===== src/rtl/gps_iq_deser.sv =====
// Deserialises a demodulator's serial IQ accumulator chain into a word FIFO.
// Each epoch pulse triggers a parallel load followed by NWORDS*INTEG_BITS shift cycles.
module gps_iq_deser #(
   parameter int unsigned INTEG_BITS = 20,
   parameter int unsigned NWORDS     = 6,
   parameter int unsigned FIFO_DEPTH = 32
) (
   input  logic                          clk,
   input  logic                          rst_n,
   input  logic                          ms0,
   input  logic                          sout,
   output logic                          shift,
   input  logic                          clr,
   input  logic                          rd,
   output logic [INTEG_BITS-1:0]         dout,
   output logic                          empty,
   output logic [$clog2(FIFO_DEPTH):0]   count,
   output logic                          busy,
   output logic                          frame_rdy,
   output logic                          ovfl,
   output logic                          collide,
   output logic [7:0]                    drop_cnt
);

   localparam int unsigned AW = $clog2(FIFO_DEPTH);
   localparam int unsigned CW = AW + 1;
   localparam int unsigned BW = (INTEG_BITS > 1) ? $clog2(INTEG_BITS) : 1;
   localparam int unsigned WW = (NWORDS > 1) ? $clog2(NWORDS) : 1;

   localparam logic [CW-1:0] MaxAdmit = CW'(FIFO_DEPTH - NWORDS);
   localparam logic [BW-1:0] LastBit  = BW'(INTEG_BITS - 1);
   localparam logic [WW-1:0] LastWord = WW'(NWORDS - 1);

   typedef enum logic [1:0] {StIdle, StLoad, StShift} state_e;

   state_e                 state_q, state_d;
   logic [BW-1:0]          bit_cnt_q, bit_cnt_d;
   logic [WW-1:0]          word_cnt_q, word_cnt_d;
   logic [INTEG_BITS-1:0]  shreg_q, shreg_d;
   logic [AW-1:0]          wr_ptr_q, wr_ptr_d;
   logic [AW-1:0]          rd_ptr_q, rd_ptr_d;
   logic [CW-1:0]          count_q, count_d;
   logic                   ovfl_q, ovfl_d;
   logic                   collide_q, collide_d;
   logic [7:0]             drop_q, drop_d;
   logic [INTEG_BITS-1:0]  mem_q [FIFO_DEPTH];

   logic                   has_room;
   logic                   word_done;
   logic                   last_word;
   logic                   wr_en;
   logic                   pop;
   logic [INTEG_BITS-1:0]  wr_data;

   // Admission reserves room for a whole frame, so mid-frame writes never overflow.
   assign has_room  = (count_q <= MaxAdmit);
   assign word_done = (bit_cnt_q == LastBit);
   assign last_word = (word_cnt_q == LastWord);
   assign wr_data   = {shreg_q[INTEG_BITS-2:0], sout};
   assign wr_en     = shift && word_done && !clr;
   assign pop       = rd && (count_q != '0) && !clr;

   // FSM state register
   always_ff @(posedge clk or negedge rst_n) begin
      if (!rst_n) begin
         state_q <= StIdle;
      end else begin
         state_q <= state_d;
      end
   end

   // FSM next state
   always_comb begin
      state_d = state_q;
      if (clr) begin
         state_d = StIdle;
      end else begin
         unique case (state_q)
            StIdle:  if (ms0 && has_room) state_d = StLoad;
            StLoad:  state_d = StShift;
            StShift: if (word_done && last_word) state_d = StIdle;
            default: state_d = StIdle;
         endcase
      end
   end

   // FSM outputs
   always_comb begin
      shift     = (state_q == StShift);
      busy      = (state_q != StIdle);
      frame_rdy = (state_q == StShift) && word_done && last_word && !clr;
   end

   // Datapath next state
   always_comb begin
      bit_cnt_d  = bit_cnt_q;
      word_cnt_d = word_cnt_q;
      shreg_d    = shreg_q;
      wr_ptr_d   = wr_ptr_q;
      rd_ptr_d   = rd_ptr_q;
      count_d    = count_q;
      ovfl_d     = ovfl_q;
      collide_d  = collide_q;
      drop_d     = drop_q;
      if (clr) begin
         bit_cnt_d  = '0;
         word_cnt_d = '0;
         shreg_d    = '0;
         wr_ptr_d   = '0;
         rd_ptr_d   = '0;
         count_d    = '0;
         ovfl_d     = 1'b0;
         collide_d  = 1'b0;
         drop_d     = '0;
      end else begin
         if (wr_en) wr_ptr_d = wr_ptr_q + AW'(1);
         if (pop)   rd_ptr_d = rd_ptr_q + AW'(1);
         count_d = count_q + CW'(wr_en) - CW'(pop);

         if (state_q == StIdle) begin
            if (ms0) begin
               if (has_room) begin
                  bit_cnt_d  = '0;
                  word_cnt_d = '0;
               end else begin
                  ovfl_d = 1'b1;
                  if (drop_q != 8'hFF) drop_d = drop_q + 8'd1;
               end
            end
         end else if (ms0) begin
            collide_d = 1'b1;
         end

         if (state_q == StShift) begin
            shreg_d = wr_data;
            if (word_done) begin
               bit_cnt_d  = '0;
               word_cnt_d = last_word ? '0 : word_cnt_q + WW'(1);
            end else begin
               bit_cnt_d = bit_cnt_q + BW'(1);
            end
         end
      end
   end

   always_ff @(posedge clk or negedge rst_n) begin
      if (!rst_n) begin
         bit_cnt_q  <= '0;
         word_cnt_q <= '0;
         shreg_q    <= '0;
         wr_ptr_q   <= '0;
         rd_ptr_q   <= '0;
         count_q    <= '0;
         ovfl_q     <= 1'b0;
         collide_q  <= 1'b0;
         drop_q     <= '0;
      end else begin
         bit_cnt_q  <= bit_cnt_d;
         word_cnt_q <= word_cnt_d;
         shreg_q    <= shreg_d;
         wr_ptr_q   <= wr_ptr_d;
         rd_ptr_q   <= rd_ptr_d;
         count_q    <= count_d;
         ovfl_q     <= ovfl_d;
         collide_q  <= collide_d;
         drop_q     <= drop_d;
      end
   end

   // Storage needs no reset: contents are only visible through valid pointers.
   always_ff @(posedge clk) begin
      if (wr_en) mem_q[wr_ptr_q] <= wr_data;
   end

   assign dout     = mem_q[rd_ptr_q];
   assign empty    = (count_q == '0);
   assign count    = count_q;
   assign ovfl     = ovfl_q;
   assign collide  = collide_q;
   assign drop_cnt = drop_q;

   a_shift_busy : assert property (@(posedge clk) disable iff (!rst_n) shift |-> busy);
   a_count_max  : assert property (@(posedge clk) disable iff (!rst_n)
                                   count_q <= CW'(FIFO_DEPTH));

endmodule


===== config.mk =====
export PLATFORM = sky130hd
export DESIGN_NAME = gps_iq_deser
export DESIGN_NICKNAME = d
export VERILOG_FILES = /design/src/rtl/gps_iq_deser.sv
export SDC_FILE = /design/constraint.sdc
export NUM_CORES = 1
export LEC_CHECK = 0
export ABC_AREA = 1
export BUFFER_PORTS_ARGS = -buffer_cell sky130_fd_sc_hd__buf_2
export CAP_MARGIN = 30
export CELL_PAD_IN_SITES_DETAIL_PLACEMENT = 1
export CELL_PAD_IN_SITES_GLOBAL_PLACEMENT = 2
export CORE_UTILIZATION = 45
export DETAILED_ROUTE_END_ITERATION = 10
export GPL_ROUTABILITY_DRIVEN = 0
export PLACE_DENSITY = 0.86
export SETUP_SLACK_MARGIN = 0.05
export SKIP_CTS_REPAIR_TIMING = 1
export SLEW_MARGIN = 30
export SYNTH_ARGS = -nofsm -noshare
export SYNTH_HDL_FRONTEND = slang
export SYNTH_SLANG_ARGS = --single-unit

===== constraint.sdc =====
create_clock -name clk -period 5.27 [get_ports clk]
set_clock_uncertainty 0.1 [all_clocks]
set_input_delay 0.527 -clock clk [delete_from_list [all_inputs] [get_ports clk]]
set_output_delay 0.527 -clock clk [all_outputs]
set_load 0.01 [all_outputs]

==> run_summary.xml <==
<?xml version="1.0" encoding="UTF-8"?>
<metrics>
  <group name="yosys">
    <metric name="syn_inst" unit="">3072</metric>
    <metric name="yosysSeqAreaShare" unit="%">67.4</metric>
    <metric name="ys_ff_latch" unit="">695</metric>
    <metric name="ys_dominant_reg_cell" unit="">edfxtp_1</metric>
    <metric name="mappedNetlistNets" unit="">3097</metric>
    <metric name="synth_warnings" unit="">0</metric>
    <metric name="yosys.area.top_type" unit="">edfxtp_1</metric>
    <metric name="synth.cell_area" unit="um2">30500</metric>
    <metric name="netlist-cell-type-count" unit="">31</metric>
    <metric name="synthesized_area_per_cell" unit="um2">9.94</metric>
    <metric name="synth-async-reset-ratio" unit="%">7.91</metric>
    <metric name="post_synth_main_area_contributors" unit="">edfxtp_1 63%, nand2_1 13%, inv_1 5.9%, nand3_1 5.4%, dfrtp_1 4.5%</metric>
    <metric name="count_of_flip_flops_with_a_built_in_enable_after_synthesis" unit="">640</metric>
    <metric name="yosysTopAreaCellShare" unit="%">62.9</metric>
  </group>
  <group name="global_route">
    <metric name="globalRouteTotalUtil" unit="%">26.7</metric>
    <metric name="grt_antenna_before_repair" unit="">0</metric>
    <metric name="number_of_global_route_vias_before_repair" unit="">23100</metric>
    <metric name="grt_max_degree" unit="">152</metric>
    <metric name="global_route.overflow_total" unit="">0</metric>
    <metric name="first_pass_grt_wire_length" unit="mm">138</metric>
  </group>
  <group name="sta">
    <metric name="min_period_over_period" unit="%">82.6</metric>
    <metric name="timing_worst_slew_pin_value" unit="ps">946</metric>
    <metric name="setup_total_negative_slack" unit="ps">0</metric>
    <metric name="final_hold_viol_count" unit="">11</metric>
    <metric name="max-slew-margin-rel" unit="%">36.8</metric>
    <metric name="finalWorstSetupSlack" unit="ps">919</metric>
    <metric name="fmax" unit="MHz">230</metric>
    <metric name="worst_hold_slack" unit="ps">-18.6</metric>
    <metric name="setup_viol_count_final" unit="">0</metric>
    <metric name="finalMaxSlewViolations" unit="">0</metric>
    <metric name="min_period" unit="ps">4350</metric>
    <metric name="setup_repair_after_global_routing_missed_its_margin" unit="">no</metric>
  </group>
  <group name="critical_path">
    <metric name="cp.depth" unit="">8</metric>
    <metric name="reg2reg_slack" unit="ps">2280</metric>
    <metric name="worstSetupPathType" unit="">flip-flop to primary output</metric>
    <metric name="worst_setup_path_start_kind" unit="">flip-flop</metric>
    <metric name="crit_path_end" unit="">dout[1]</metric>
    <metric name="critical_path.startpoint" unit="">rd_ptr_q[2]$_DFFE_PN0P_</metric>
    <metric name="rr_worst_depth" unit="">15</metric>
    <metric name="cp.required" unit="ps">4640</metric>
    <metric name="critical_path_cell_by_cell" unit="">buf_4 -&gt; nor2_4 -&gt; buf_4 -&gt; nand2_1 -&gt; nand3_1 -&gt; nor2_1 -&gt; nor2_1 -&gt; buf_2</metric>
    <metric name="crit_path_max_fanout" unit="">30</metric>
    <metric name="regToRegEndpoint" unit="">count[4]$_DFF_PN0_</metric>
    <metric name="endpoint_kind" unit="">primary output</metric>
    <metric name="ff_to_ff_start" unit="">state_q[0]$_DFFE_PN0P_</metric>
    <metric name="worstPathBufferInverterCount" unit="">3</metric>
    <metric name="critical_path.slowest_cell" unit="">nor2_4</metric>
    <metric name="crit_path_arrival_time" unit="ps">3720</metric>
    <metric name="worst_path_largest_cell_delay" unit="ps">630</metric>
    <metric name="timing.critical_path.max_delay_family" unit="">simple AND/OR/NAND/NOR gates</metric>
  </group>
  <group name="cts">
    <metric name="maximum_level_of_the_cts_h_tree" unit="">3</metric>
    <metric name="tritoncts" unit="">built</metric>
    <metric name="clock_tree.buffer_depth" unit="">3</metric>
    <metric name="ctsRootBufferMaster" unit="">clkbuf_16</metric>
    <metric name="numCtsBuffers" unit="">77</metric>
    <metric name="clock_insertion_delay_worst_skew" unit="ps">610</metric>
    <metric name="clk_pin_slew_worst_paths" unit="ps">60</metric>
    <metric name="cts.sink_count" unit="">695</metric>
  </group>
  <group name="power_and_ir_drop">
    <metric name="power.leakage" unit="nW">14.9</metric>
    <metric name="fin_total_pwr" unit="mW">13.9</metric>
    <metric name="ir_drop" unit="uV">264</metric>
    <metric name="power.density" unit="nW/um2">406</metric>
  </group>
  <group name="floorplanning">
    <metric name="floorplan_die_height" unit="um">263</metric>
    <metric name="fp.dieW" unit="um">263</metric>
    <metric name="initial_utilization" unit="%">45.5</metric>
    <metric name="i_o_pin_count" unit="">46</metric>
    <metric name="placeableCoreArea" unit="um2">67200</metric>
    <metric name="placement_rows" unit="">95</metric>
    <metric name="die_area" unit="um2">68900</metric>
  </group>
  <group name="cells_and_area">
    <metric name="area.growth.synth_to_final" unit="%">12.3</metric>
    <metric name="multi_input_area" unit="um2">7490</metric>
    <metric name="post_route_core_utilization" unit="%">51.1</metric>
    <metric name="num_antenna_cells" unit="">0</metric>
    <metric name="final_common_cell" unit="">nand2_1</metric>
    <metric name="finalNetCount" unit="">3147</metric>
    <metric name="final_design_area_excluding_fillers" unit="um2">34300</metric>
    <metric name="sequential_cell_area" unit="um2">20600</metric>
    <metric name="n_fill_cell" unit="">7390</metric>
    <metric name="layout-drive-gt1-share" unit="%">8.80</metric>
    <metric name="layout.cells.non_filler" unit="">4056</metric>
    <metric name="final_cell_mix" unit="">1,039 x nand2_1, 640 x edfxtp_1, 483 x inv_1, 328 x nand3_1, 206 x nor2_1</metric>
  </group>
  <group name="detailed_routing">
    <metric name="number_of_routed_nets_with_antenna_violations" unit="">0</metric>
    <metric name="dr.pass1.iters" unit="">5</metric>
    <metric name="routed_wire_length_per_instance" unit="um">22.4</metric>
    <metric name="wl" unit="mm">91.0</metric>
    <metric name="detail_route.vias_per_cell" unit="">5.34</metric>
    <metric name="drc" unit="">0</metric>
    <metric name="drt_iter0_markers" unit="">1549</metric>
    <metric name="via_count" unit="">21700</metric>
  </group>
  <group name="place">
    <metric name="dp_hpwl" unit="mm">52.3</metric>
    <metric name="pre_cts_slack" unit="ps">1570</metric>
    <metric name="portBuffers" unit="">45</metric>
    <metric name="postPlaceCellArea" unit="um2">31800</metric>
    <metric name="cell_count_after_placement" unit="">3916</metric>
  </group>
  <group name="worst_hold_path">
    <metric name="worst_hold_path_type" unit="">input pin to asynchronous set/reset pin</metric>
  </group>
  <group name="status">
    <metric name="violated_checks" unit="">hold timing</metric>
    <metric name="run_status" unit="">complete, but fails checks</metric>
  </group>
  <group name="run">
    <metric name="drv.max_cap_violation_count" unit="">0</metric>
  </group>
</metrics>
-- worst min path at each step --
stage / to / slack (ps) / depth (start not counted)
4_1_cts: count[2]$_DFF_PN0_ / -10 / 2
2_1_floorplan: bit_cnt_q[0]$_DFFE_PN0P_ / 130 / 0
3_3_place_gp: ovfl$_DFFE_PN0P_ / 370 / 2
6_report: count[2]$_DFF_PN0_ / -20 / 2
3_5_place_dp: ovfl$_DFFE_PN0P_ / 390 / 2
5_1_grt: count[2]$_DFF_PN0_ / 40 / 2
-- Yosys cell counts, types with 12 or more instances --
master,instances
nand3_1,328
edfxtp_1,640
nor2_1,238
inv_1,483
dfrtp_1,55
ha_1,18
buf_4,18
o21ai_0,18
buf_2,77
nand2_1,1039
buf_1,12
o22ai_1,18
clkbuf_1,26
a21oi_1,52
-- where the power goes --
part | switching (mW) | internal, mW | leakage (nW)
Clock | 2.16 | 3.11 | 1.20
Sequential | 0.0902 | 5.99 | 6.64
Combinational | 1.83 | 0.744 | 7.11
-- cell type report --
class / instances / area share (%)
well taps: 873 / 3.18
clock inverters: 28 / 0.759
clock buffers: 112 / 6.45
multi-input cells: 1748 / 21.8
repair buffers: 108 / 2.28
inverters: 492 / 5.41
flip-flops and latches: 695 / 60.1
-- per-layer routing --
| layer | GRT usage, % | up-vias | wire (um) |
|---|---|---|---|
| met3 | 2.82 | 142 | 4800 |
| li1 | - | 9907 | - |
| met2 | 47.1 | 597 | 45900 |
| met4 | 8.70 | 0 | 2510 |
| met1 | 34.4 | 11000 | 37800 |
| met5 | 0 | - | 0 |
-- flip-flops by register name, indices dropped and copies added, names as in the netlist, 2 cells and up --
signal,flops
mem_q,640
shreg_q,19
drop_cnt,8
count,6
bit_cnt_q,5
rd_ptr_q,5
wr_ptr_q,5
word_cnt_q,3
state_q,2
-- kinds of logic after synthesis --
family                     after synthesis  share of synthesized area [%]
and+or+nand+nor                       1630                           21.6
adders and majority gates               19                          0.803
DFF                                    695                           67.4
buffers and inverters                  629                           8.37
xor gates and xnor gates                 7                          0.201
AOI/OAI and AO/OA                       92                           1.60
(Power assumes the default switching activity.)
